## config.mk

```make
export PLATFORM = sky130hd
export DESIGN_NAME = code_lock_ctrl_flat
export DESIGN_NICKNAME = d
export VERILOG_FILES = /design/src/rtl/code_lock_ctrl_if.sv /design/src/rtl/code_lock_ctrl.sv /design/src/flat_wrapper.sv
export SDC_FILE = /design/constraint.sdc
export NUM_CORES = 1
export LEC_CHECK = 0
export ABC_AREA = 1
export CAP_MARGIN = 15
export CELL_PAD_IN_SITES_DETAIL_PLACEMENT = 1
export CELL_PAD_IN_SITES_GLOBAL_PLACEMENT = 2
export CORE_MARGIN = 1.5
export CORE_UTILIZATION = 29
export CTS_CLUSTER_SIZE = 28
export DETAILED_ROUTE_END_ITERATION = 16
export PLACE_DENSITY_LB_ADDON = 0.2
export RECOVER_POWER = 50
export SYNTH_ARGS = -nofsm -noshare
export SYNTH_HDL_FRONTEND = slang
export SYNTH_SLANG_ARGS = --single-unit
```

## constraint.sdc

```tcl
create_clock -name clk -period 2 [get_ports clk]
set_clock_uncertainty 0.2 [all_clocks]
set_input_delay 0.4 -clock clk [delete_from_list [all_inputs] [get_ports clk]]
set_output_delay 0.4 -clock clk [all_outputs]
set_load 0.02 [all_outputs]
```

## src/rtl/code_lock_ctrl_if.sv

```systemverilog
// rtl/code_lock_ctrl_if.sv - keypad-side and actuator-side signal bundle for the code lock
interface code_lock_ctrl_if #(
    parameter int DIGIT_W = 4,
    parameter int ATT_W   = 2
);
    logic               digit_valid;
    logic [DIGIT_W-1:0] digit;
    logic               enter;
    logic               clear;
    logic               change_req;
    logic               unlocked;
    logic               buzzer;
    logic               locked_out;
    logic [ATT_W-1:0]   attempts;
    logic [2:0]         state_o;

    // keypad decoder / actuator side
    modport master (
        output digit_valid, digit, enter, clear, change_req,
        input  unlocked, buzzer, locked_out, attempts, state_o
    );

    // lock controller side
    modport slave (
        input  digit_valid, digit, enter, clear, change_req,
        output unlocked, buzzer, locked_out, attempts, state_o
    );
endinterface

```

## src/rtl/code_lock_ctrl.sv

```systemverilog
// rtl/code_lock_ctrl.sv - multi-digit keypad lock with timed unlock and wrong-try lockout
module code_lock_ctrl #(
    parameter int                               DIGIT_W        = 4,
    parameter int                               NUM_DIGITS     = 4,
    parameter int                               MAX_TRIES      = 3,
    parameter int                               UNLOCK_CYCLES  = 500,
    parameter int                               LOCKOUT_CYCLES = 1000,
    parameter logic [DIGIT_W*NUM_DIGITS-1:0]    DEFAULT_CODE   = 16'h1234
) (
    input  logic             clk,
    input  logic             reset,
    code_lock_ctrl_if.slave  bus
);
    localparam int CODE_W  = DIGIT_W * NUM_DIGITS;
    localparam int CNT_W   = $clog2(NUM_DIGITS + 1);
    localparam int ATT_W   = $clog2(MAX_TRIES + 1);
    localparam int TMR_MAX = (UNLOCK_CYCLES > LOCKOUT_CYCLES) ? UNLOCK_CYCLES : LOCKOUT_CYCLES;
    localparam int TMR_W   = $clog2(TMR_MAX + 1);

    typedef enum logic [2:0] {
        IDLE     = 3'd0,
        ENTRY    = 3'd1,
        CHECK    = 3'd2,
        OPEN     = 3'd3,
        SET_CODE = 3'd4,
        LOCKOUT  = 3'd5
    } state_t;

    state_t             state_q;
    logic [CODE_W-1:0]  code_q;
    logic [CODE_W-1:0]  buf_q;
    logic [CNT_W-1:0]   cnt_q;
    logic [ATT_W-1:0]   attempts_q;
    logic [TMR_W-1:0]   timer_q;
    logic               unlocked_q;
    logic               buzzer_q;
    logic               locked_out_q;

    logic [CODE_W-1:0]  buf_shift_d;
    logic [ATT_W-1:0]   att_inc_d;
    logic               digits_full_d;
    logic               match_d;

    // Helper terms shared by the entry, check and set-code states
    always_comb begin
        buf_shift_d   = CODE_W'({buf_q, bus.digit});
        att_inc_d     = attempts_q + ATT_W'(1);
        digits_full_d = (cnt_q == CNT_W'(NUM_DIGITS));
        match_d       = digits_full_d && (buf_q == code_q);
    end

    // Lock state machine; outputs are updated alongside the state so they stay registered
    always_ff @(posedge clk or negedge reset) begin
        if (!reset) begin
            state_q      <= IDLE;
            code_q       <= DEFAULT_CODE;
            buf_q        <= '0;
            cnt_q        <= '0;
            attempts_q   <= '0;
            timer_q      <= '0;
            unlocked_q   <= 1'b0;
            buzzer_q     <= 1'b0;
            locked_out_q <= 1'b0;
        end else begin
            case (state_q)
                IDLE: begin
                    // enter with nothing typed and clear with nothing typed both do nothing,
                    // but they still swallow a same-cycle digit
                    if (!bus.enter && !bus.clear && bus.digit_valid) begin
                        buf_q   <= CODE_W'(bus.digit);
                        cnt_q   <= CNT_W'(1);
                        state_q <= ENTRY;
                    end
                end
                ENTRY: begin
                    if (bus.enter) begin
                        state_q <= CHECK;
                    end else if (bus.clear) begin
                        buf_q   <= '0;
                        cnt_q   <= '0;
                        state_q <= IDLE;
                    end else if (bus.digit_valid && !digits_full_d) begin
                        buf_q <= buf_shift_d;
                        cnt_q <= cnt_q + CNT_W'(1);
                    end
                end
                CHECK: begin
                    buf_q <= '0;
                    cnt_q <= '0;
                    if (match_d) begin
                        attempts_q <= '0;
                        timer_q    <= TMR_W'(UNLOCK_CYCLES - 1);
                        unlocked_q <= 1'b1;
                        state_q    <= OPEN;
                    end else begin
                        attempts_q <= att_inc_d;
                        if (att_inc_d == ATT_W'(MAX_TRIES)) begin
                            timer_q      <= TMR_W'(LOCKOUT_CYCLES - 1);
                            buzzer_q     <= 1'b1;
                            locked_out_q <= 1'b1;
                            state_q      <= LOCKOUT;
                        end else begin
                            state_q <= IDLE;
                        end
                    end
                end
                OPEN: begin
                    // a code change request wins over the final timer cycle
                    if (bus.change_req) begin
                        state_q <= SET_CODE;
                    end else if (timer_q == '0) begin
                        unlocked_q <= 1'b0;
                        state_q    <= IDLE;
                    end else begin
                        timer_q <= timer_q - TMR_W'(1);
                    end
                end
                SET_CODE: begin
                    if (bus.enter) begin
                        if (digits_full_d) begin
                            code_q <= buf_q;
                        end
                        buf_q      <= '0;
                        cnt_q      <= '0;
                        unlocked_q <= 1'b0;
                        state_q    <= IDLE;
                    end else if (bus.clear) begin
                        buf_q      <= '0;
                        cnt_q      <= '0;
                        unlocked_q <= 1'b0;
                        state_q    <= IDLE;
                    end else if (bus.digit_valid && !digits_full_d) begin
                        buf_q <= buf_shift_d;
                        cnt_q <= cnt_q + CNT_W'(1);
                    end
                end
                LOCKOUT: begin
                    if (timer_q == '0) begin
                        attempts_q   <= '0;
                        buzzer_q     <= 1'b0;
                        locked_out_q <= 1'b0;
                        state_q      <= IDLE;
                    end else begin
                        timer_q <= timer_q - TMR_W'(1);
                    end
                end
                default: begin
                    state_q <= IDLE;
                end
            endcase
        end
    end

    assign bus.unlocked   = unlocked_q;
    assign bus.buzzer     = buzzer_q;
    assign bus.locked_out = locked_out_q;
    assign bus.attempts   = attempts_q;
    assign bus.state_o    = state_q;
endmodule

```

## src/flat_wrapper.sv

```systemverilog
// flat-port wrapper written by rule: the top's interface ports become plain ports
module code_lock_ctrl_flat 
#(
    parameter int                               DIGIT_W        = 4,
    parameter int                               NUM_DIGITS     = 4,
    parameter int                               MAX_TRIES      = 3,
    parameter int                               UNLOCK_CYCLES  = 500,
    parameter int                               LOCKOUT_CYCLES = 1000,
    parameter logic [DIGIT_W*NUM_DIGITS-1:0]    DEFAULT_CODE   = 16'h1234
)
  (clk, reset, bus_digit_valid, bus_digit, bus_enter, bus_clear, bus_change_req, bus_unlocked, bus_buzzer, bus_locked_out, bus_attempts, bus_state_o);
  code_lock_ctrl_if #(.DIGIT_W(DIGIT_W)) bus_i ();
  input  logic clk;
  input  logic reset;
  input wire logic [$bits(bus_i.digit_valid)-1:0] bus_digit_valid;
  input wire logic [$bits(bus_i.digit)-1:0] bus_digit;
  input wire logic [$bits(bus_i.enter)-1:0] bus_enter;
  input wire logic [$bits(bus_i.clear)-1:0] bus_clear;
  input wire logic [$bits(bus_i.change_req)-1:0] bus_change_req;
  output wire logic [$bits(bus_i.unlocked)-1:0] bus_unlocked;
  output wire logic [$bits(bus_i.buzzer)-1:0] bus_buzzer;
  output wire logic [$bits(bus_i.locked_out)-1:0] bus_locked_out;
  output wire logic [$bits(bus_i.attempts)-1:0] bus_attempts;
  output wire logic [$bits(bus_i.state_o)-1:0] bus_state_o;
  assign bus_i.digit_valid = bus_digit_valid;
  assign bus_i.digit = bus_digit;
  assign bus_i.enter = bus_enter;
  assign bus_i.clear = bus_clear;
  assign bus_i.change_req = bus_change_req;
  assign bus_unlocked = bus_i.unlocked;
  assign bus_buzzer = bus_i.buzzer;
  assign bus_locked_out = bus_i.locked_out;
  assign bus_attempts = bus_i.attempts;
  assign bus_state_o = bus_i.state_o;
  code_lock_ctrl #(.DIGIT_W(DIGIT_W), .NUM_DIGITS(NUM_DIGITS), .MAX_TRIES(MAX_TRIES), .UNLOCK_CYCLES(UNLOCK_CYCLES), .LOCKOUT_CYCLES(LOCKOUT_CYCLES), .DEFAULT_CODE(DEFAULT_CODE)) u_core (.clk(clk), .reset(reset), .bus(bus_i));
endmodule
```

## Word level (Yosys, flattened, before mapping)

Index checks and enable logic that the tools add are counted.

- Eq/ne operators: 18
- Reductions and logical operators: 19
- Mux-type cells: 37
- Add/sub/neg operators: 3

Operators by type and width:

| kind | number |
|---|---|
| 2-to-1 mux 16 bit | 5 |
| one-hot mux 16 bit (4 select lines) | 1 |
| 2-to-1 mux 10 bit | 4 |
| 2-to-1 mux 3 bit | 12 |
| one-hot mux 10 bit (3 select lines) | 1 |
| one-hot mux 3 bit (6 select lines) | 1 |
| equality test 16 bit | 1 |
| one-hot mux 3 bit (4 select lines) | 1 |
| logical NOT 10 bit | 1 |
| != test 2 x 1 -> 1 bit (second input constant) | 5 |
| subtractor 10 x 1 -> 10 bit (second input constant) | 1 |
| equality test 3 bit (second input constant) | 3 |
| AND reduction 3 bit | 3 |
| 2-to-1 mux 1 bit | 7 |
| equality test 3 x 2 -> 1 bit (second input constant) | 2 |
| != test 2 bit (second input constant) | 3 |
| nonzero test 3 bit | 2 |
| AND reduction 5 bit | 1 |
| logical AND 1 bit | 4 |
| 2-to-1 mux 2 bit | 2 |
| one-hot mux 2 bit (2 select lines) | 1 |
| AND reduction 4 bit | 1 |
| nonzero test 4 bit | 1 |
| adder 3 x 1 -> 3 bit (second input constant) | 1 |
| other kinds (11) | 13 |

- Output and inout bits: 8
- Input bits: 10
- Bits in registers: 52

## Longest topological paths before layout

Gate-level depths: netlist (run 1).

- Depth in word-level cells: 7
- Mapped depth: 13

## Least setup slack after synthesis (run 1)

No wires, ideal clock.

- Path kind: register -> register
- From: reg u_core.state_q[0], in the netlist u_core.bus.state_o[0]
- To: reg u_core.buf_q[10]
- Stages on the path, launching flop included: 10
- Data required time: 1.680 ns
- Period minus slack after synthesis: 1.857 ns
- Buffers on the path: 1
- Library setup time: 0.120 ns
- Data arrival time: 1.537 ns
- Setup slack: 0.143 ns
- Cell sequence: dfrtp_1 -> inv_2 -> nand2_1 -> nor2_1 -> o21ai_1 -> inv_2 -> nor2_2 -> nand2_2 -> buf_2 -> o211a_1

- Cells in the longest elaborated chain, start to end: 3
- Elaborated cells between the ends (all ways): 9

Ends and longest elaborated chain:

| element | line | source |
|---|---|---|
| from (decl) | code_lock_ctrl.sv:29 | `state_t state_q;` |
| from (signal assigned) | code_lock_ctrl.sv:55 | `state_q <= IDLE;` |
| from (signal assigned) | code_lock_ctrl.sv:72 | `state_q <= ENTRY;` |
| from (signal assigned) | code_lock_ctrl.sv:77 | `state_q <= CHECK;` |
| equality test 3 x 1 -> 1 bit, or another cell as far along | code_lock_ctrl.sv:65 | `case (state_q)` |
| nonzero test 4 bit (no source line), or another cell as far along | n/a |  |
| AND reduction 3 bit (no source line) | n/a |  |
| to (signal assigned) | code_lock_ctrl.sv:70 | `buf_q <= CODE_W'(bus.digit);` |
| to (signal assigned) | code_lock_ctrl.sv:83 | `buf_q <= buf_shift_d;` |
| to (signal assigned) | code_lock_ctrl.sv:133 | `buf_q <= buf_shift_d;` |
| to (decl) | code_lock_ctrl.sv:31 | `logic [CODE_W-1:0] buf_q;` |

Parallel ways exist; a longest one is shown, timed or not.
A chain may end at the register's enable or synchronous reset.

## Final worst setup path (run 1)

- From: reg u_core.state_q[0], in the netlist u_core.bus.state_o[0]
- To: out bus_state_o[0]

RTL lines:

| element | line | source |
|---|---|---|
| to (decl) | flat_wrapper.sv:24 | `output wire logic [$bits(bus_i.state_o)-1:0] bus_state_o;` |

No word-level cell between the ends.

==> flow_summary.yaml, run 1 <==
routing:
  drt_wl_total_um: 8084
  first_iter_violations: 62
  firstDrtPassIters: 4
  post_drt_wl_per_cell_um: 13.30
  viasPerCell: 4.528
  post-route-drc-count: 0
  via_count: 2753
  ant_nets: 0
run:
  max_cap_viol_count: 0
synth:
  synth_xor_area_share_pct: 0.8678
  synthCells: 415
  postSynth.asyncResetShare_pct: 100.0
  synth_top_family_by_area: "simple AND/OR/NAND/NOR gates"
  seq_area_frac_synth_pct: 43.18
  synth_mux_area_share_pct: 0
  syn-cell-area_sq_mm: 0.003028
  synthAdderAreaFrac_pct: 1.653
  yosysUniqueCellTypes: 32
  synth_edf_count: 0
  ys_seq_elements: 52
  syn_avg_cell_area_sq_um: 7.296
  synthSimpleGateAreaFrac_pct: 32.19
  synth-compound-area-share_pct: 12.07
  ys.flop_type: "dfrtp_1"
  ys_warn_count: 0
  syn_nets: 429
power_and_ir_drop:
  power.leakage_uw: 0.001969
  ir_drop_uv: 467.5
  p_per_area_mw_per_mm2: 1366
min_path:
  worstHoldPathType: "reg -> reg"
  hold_start: "u_core.bus.unlocked"
  min_to: "u_core.bus.unlocked"
  min_path_cells: 2
worst_setup_path:
  required_ns: 1.40
  critPathArrivalTime_ns: 1.32
  critPathLaunchType: "register"
  path_max_fanout: 3
  ff2ff_setup_slack_ns: 0.12
  reg2reg_depth: 11
  cpPeakStageDelay_ns: 0.62
  crit_family: "buffers and inverters"
  end_kind: "output port"
  worstPathCellList: "clkdlybuf4s50_1"
  r2r_start: "u_core.cnt_q[0]"
  critPathKind: "reg -> out"
  critPathBufInv: 1
  rr_endpoint: "u_core.timer_q[4]"
  critPathSlowestCell: "clkdlybuf4s50_1"
run_status:
  status: "complete, no violations"
floorplanning:
  die_h_um: 105.2
  core.rowCount: 37
  fp.dieW_um: 105.2
  dieArea_sq_mm: 0.01106
  io-pin-count: 18
  core_sq_mm: 0.01023
  start_util_pct: 29.60
cts:
  clk_pin_slew_ns: 0.10
  cts_sinks: 52
  cts_tree: "done"
  clock_latency_ns: 0.31
  root_buffer: "clkbuf_8"
  cts_made_buffers: 5
  cts_buffer_depth: 2
  h-tree-depth: 2
placed_design:
  globalplace.congestion: 0.7897
  dp_hpwl_um: 6156
  numPortBuffers: 17
finish:
  fin_util_pct: 38.05
  num-fill-cells: 1261
  antenna_cells: 0
  multiInputGateArea_sq_mm: 0.001535
  seq_area_sq_mm: 0.001311
  syn_to_final_growth_pct: 28.55
  drive_above_1_share_pct: 25.42
  nets: 485
sta:
  relSlewSlack_pct: 48.06
  setup_tns_ns: 0
  hold_violations: 0
  setup_violations: 0
  layout_min_cycle_time_ns: 1.922
  worst_pin_slew_ns: 0.7791
  timing.fmax_mhz: 520.4
  slew_viol_final: 0
  finalCritPeriodShare_pct: 96.09
global_route:
  antenna_found_initial: 0
  grt.overflow.total: 0
  grt_max_degree: 53
  grt_pass1_wl_um: 13830
  grt_usage_pct: 15.60
  grt_pass1_vias: 2864
-- how the worst max path moves through the flow --
stage                                from                   to  cells after the start
finish              u_core.bus.state_o[0]       bus_state_o[0]                      1
global route            u_core.timer_q[1]  u_core.bus.unlocked                     12
CTS                      u_core.code_q[9]  u_core.bus.unlocked                     12
detailed placement              bus_clear      u_core.buf_q[1]                     10
global placement                bus_enter      u_core.buf_q[1]                     10
floorplan           u_core.bus.state_o[0]     u_core.buf_q[10]                      9
-- layer usage --
| layer | vias to the layer above | global-route usage (%) | routed length (um) |
|---|---|---|---|
| met5 | - | 0 | 0 |
| met4 | 0 | 3.523 | 86 |
| met3 | 7 | 2.059 | 115 |
| met2 | 18 | 26.84 | 3959 |
| met1 | 1311 | 20.74 | 3922 |
| li1 | 1417 | - | - |
-- cells in the mapped netlist, drive strengths merged (4+ instances only) --
cell	n	area (sq um)
nand3	27	145.1
o211a	7	70.07
ha	4	50.05
a21oi	9	45.04
buf	7	52.54
nand2	154	603.1
dfstp	5	131.4
nor2	36	162.7
o21ai	33	172.7
a22oi	4	50.05
dfrtp	47	1176
nand4	6	37.54
inv	65	244.0
-- per-stage QoR --
step	instances	hold WS, ns	cell area, sq um	power (uW)	worst slack, ns
2_1_floorplan	415	-0.09559	3028	3423	0.1428
3_3_place_gp	594	0.2279	3600	4283	-0.1414
3_5_place_dp	594	0.2300	3600	4363	-0.1750
4_1_cts	603	0.2891	3751	5210	0.004463
5_1_grt	608	0.3266	3892	5808	-0.02875
6_report	608	0.2882	3892	5316	0.07830
-- sequential cells by signal, summed over array words and instances (netlist names) --
signal / flops
u_core.buf_q: 16
u_core.bus.attempts: 2
u_core.bus.buzzer: 1
u_core.bus.state_o: 3
u_core.bus.unlocked: 1
u_core.cnt_q: 3
u_core.code_q: 16
u_core.timer_q: 10
-- what timing repair did --
item / 4_1_cts / 5_1_grt
hold buffers: 1 / 0
buffers inserted: 0 / 5
pin swaps: 0 / 17
setup endpoints to repair: 15 / 32
gates resized for setup: 5 / 38
endpoints found under the hold margin: 47 / 0
-- power by group --
group          total, uW  internal, uW  switching (uW)
logic               2830          1170            1650
clock network        811           443             368
registers           1680          1380             302
-- cells by family (layout without fill, tap and decap cells) --
| group | Yosys count | count (layout) |
|---|---|---|
| AOI/OAI and AO/OA | 57 | 57 |
| and+or+nand+nor | 225 | 225 |
| adders and majority gates | 4 | 4 |
| xor gates and xnor gates | 3 | 3 |
| buffers and inverters | 74 | 131 |
| DFF | 52 | 52 |
-- layout by cell type (no fill, tap or decap), types with 6 or more instances in the layout --
cell type / instances
dfrtp_1: 44
clkbuf_8: 7
clkdlybuf4s50_1: 14
nand2_2: 12
nor2_4: 6
o211a_1: 7
nand2_1: 136
nand4_1: 6
nor2_2: 7
inv_2: 19
a21oi_1: 7
nand3_1: 23
o21ai_1: 8
inv_1: 47
nor2_1: 23
buf_4: 33
o21ai_0: 23
-- cell type report --
type	count	share of cell area [%]
Tap cell	136	4.372
Sequential cell	52	33.69
Timing Repair Buffer	57	12.89
Inverter	66	6.365
Clock inverter	1	0.7715
Clock buffer	7	2.475
Multi-Input combinational cell	289	39.44
Note: power is estimated with default switching activity, not from simulation.
==> run 2, diff against run 1 <==
Clock period 2 ns to 1.85 ns, I/O delays scaled along.
==> flow_summary.yaml, run 2 (same netlist as run 1, synthesis figures left out) <==
global_route:
  grt.overflow.total: 0
  grt_pass1_wl_um: 15190
  grt_pass1_vias: 3162
  antenna_found_initial: 0
  grt_max_degree: 53
  grt_usage_pct: 17.15
routing:
  post_drt_wl_per_cell_um: 15.09
  post-route-drc-count: 0
  viasPerCell: 4.575
  first_iter_violations: 83
  drt_wl_total_um: 9972
  ant_nets: 0
  firstDrtPassIters: 6
  via_count: 3024
cts:
  cts_buffer_depth: 2
  h-tree-depth: 2
  clock_latency_ns: 0.32
  root_buffer: "clkbuf_8"
  cts_made_buffers: 5
  cts_sinks: 52
  cts_tree: "done"
  clk_pin_slew_ns: 0.11
run_status:
  violations: "setup timing"
  status: "finished with violations"
placed_design:
  numPortBuffers: 17
  globalplace.congestion: 0.7909
  dp_hpwl_um: 6325
  post_dp_cell_area_sq_mm: 0.003850
sta:
  slew_viol_final: 0
  worst_pin_slew_ns: 0.7665
  layout_min_cycle_time_ns: 1.898
  finalCritPeriodShare_pct: 102.6
  fin_ws_ns: -0.04765
  timing.fmax_mhz: 527.0
  rsz0062_at_grt: "yes"
  setup_tns_ns: -0.6178
  relSlewSlack_pct: 48.90
  whs_ns: 0.2908
  setup_violations: 25
  hold_violations: 0
floorplanning:
  dieArea_sq_mm: 0.01106
  core.rowCount: 37
  io-pin-count: 18
  fp.dieW_um: 105.2
  core_sq_mm: 0.01023
  die_h_um: 105.2
  start_util_pct: 29.60
finish:
  final_cell_mix: "nand2_1, buf_4, inv_1, dfrtp_1, nor2_1"
  nets: 538
  syn_to_final_growth_pct: 50.00
  num-fill-cells: 1280
  layout_commonest_cell: "nand2_1"
  fin_area_sq_mm: 0.004542
  drive_above_1_share_pct: 37.14
  largestRegisters: "u_core.buf_q: 16 flops, u_core.code_q: 16 flops, u_core.timer_q: 10 flops"
  antenna_cells: 0
power_and_ir_drop:
  p_per_area_mw_per_mm2: 1492
  power.leakage_uw: 0.002317
  ir_drop_uv: 486.6
worst_setup_path:
  cp-startpoint: "u_core.bus.state_o[1]"
  end_kind: "register"
  critPathLaunchType: "register"
  critPathKind: "reg -> reg"
  critPathArrivalTime_ns: 1.91
  cpPeakStageDelay_ns: 0.42
  cpMostUsedCell: "inv_2"
  crit_family: "simple AND/OR/NAND/NOR gates"
  worstPathCellList: "inv_4 > nor2_4 > inv_2 > nor2_4 > nand2_1 > o21ai_1 > inv_2 > o21ai_2 > inv_2 > buf_4 > nand3_2 > nand2_1"
  r2r_start: "u_core.bus.state_o[1]"
  critPathBufInv: 5
  critPathSlowestCell: "dfrtp_2"
  required_ns: 1.86
  path_max_fanout: 6
min_path:
  worstHoldPathType: "reg -> reg"
  hold_start: "u_core.bus.unlocked"
run:
  max_cap_viol_count: 0
==> run 2: layout make-up <==
cell class	count	area, sq um	share of cell area (%)
multi-input cells	290	1695	37.33
flip-flops and latches	52	1311	28.87
repair buffers	109	996.0	21.93
inverters	66	257.7	5.675
well taps	136	170.2	3.747
clock buffers	5	68.82	1.515
clock inverters	3	42.54	0.9366
==> run 2: final timing paths <==
check	endpoint	slack, ns	cells past startpoint
worst min-delay path	u_core.bus.unlocked	0.29	2
worst min register to register	u_core.bus.unlocked	0.29	2
min in group asynchronous	u_core.code_q[10]	0.56	3
worst max-delay path	u_core.timer_q[6]	-0.05	12
worst max register to register	u_core.timer_q[6]	-0.05	12
max in group asynchronous	u_core.bus.state_o[0]	0.36	3
==> run 2: through the flow <==
stage	instances	utilization, %	worst slack [ns]	power, uW
finish	661	44.39	-0.04765	6778
floorplan	415	-	0.01901	3705
detailed placement	627	37.63	-0.2604	5046
global route	661	44.39	-0.1761	7334
CTS	642	40.70	-0.06266	6142
global placement	627	37.63	-0.2486	4946
==> run 2: power by group <==
group / total, uW / switching (uW) / internal [uW]
Sequential: 1800 / 311 / 1490
Combinational: 4150 / 2240 / 1910
Clock: 828 / 426 / 402
==> run 2: worst min-delay path, stage by stage (launching register included) <==
cell and delay, ns:
dfrtp_1 0.36, nand2_1 0.05, nand2_1 0.05
==> run 2: repair_timing <==
action,in CTS,in global routing
pin swaps,12,16
hold buffers,1,0
hold endpoints to repair,47,0
endpoints found under the setup margin,42,50
cloned,1,6
setup buffers,7,13
gates resized for setup,54,46
==> run 2: routing by layer <==
| layer | up-vias | global-route usage [%] | wire length, um |
|---|---|---|---|
| met1 | 1467 | 22.10 | 4536 |
| met4 | 0 | 3.229 | 95 |
| met5 | - | 0 | 0 |
| li1 | 1523 | - | - |
| met3 | 9 | 2.620 | 154 |
| met2 | 25 | 30.39 | 5186 |
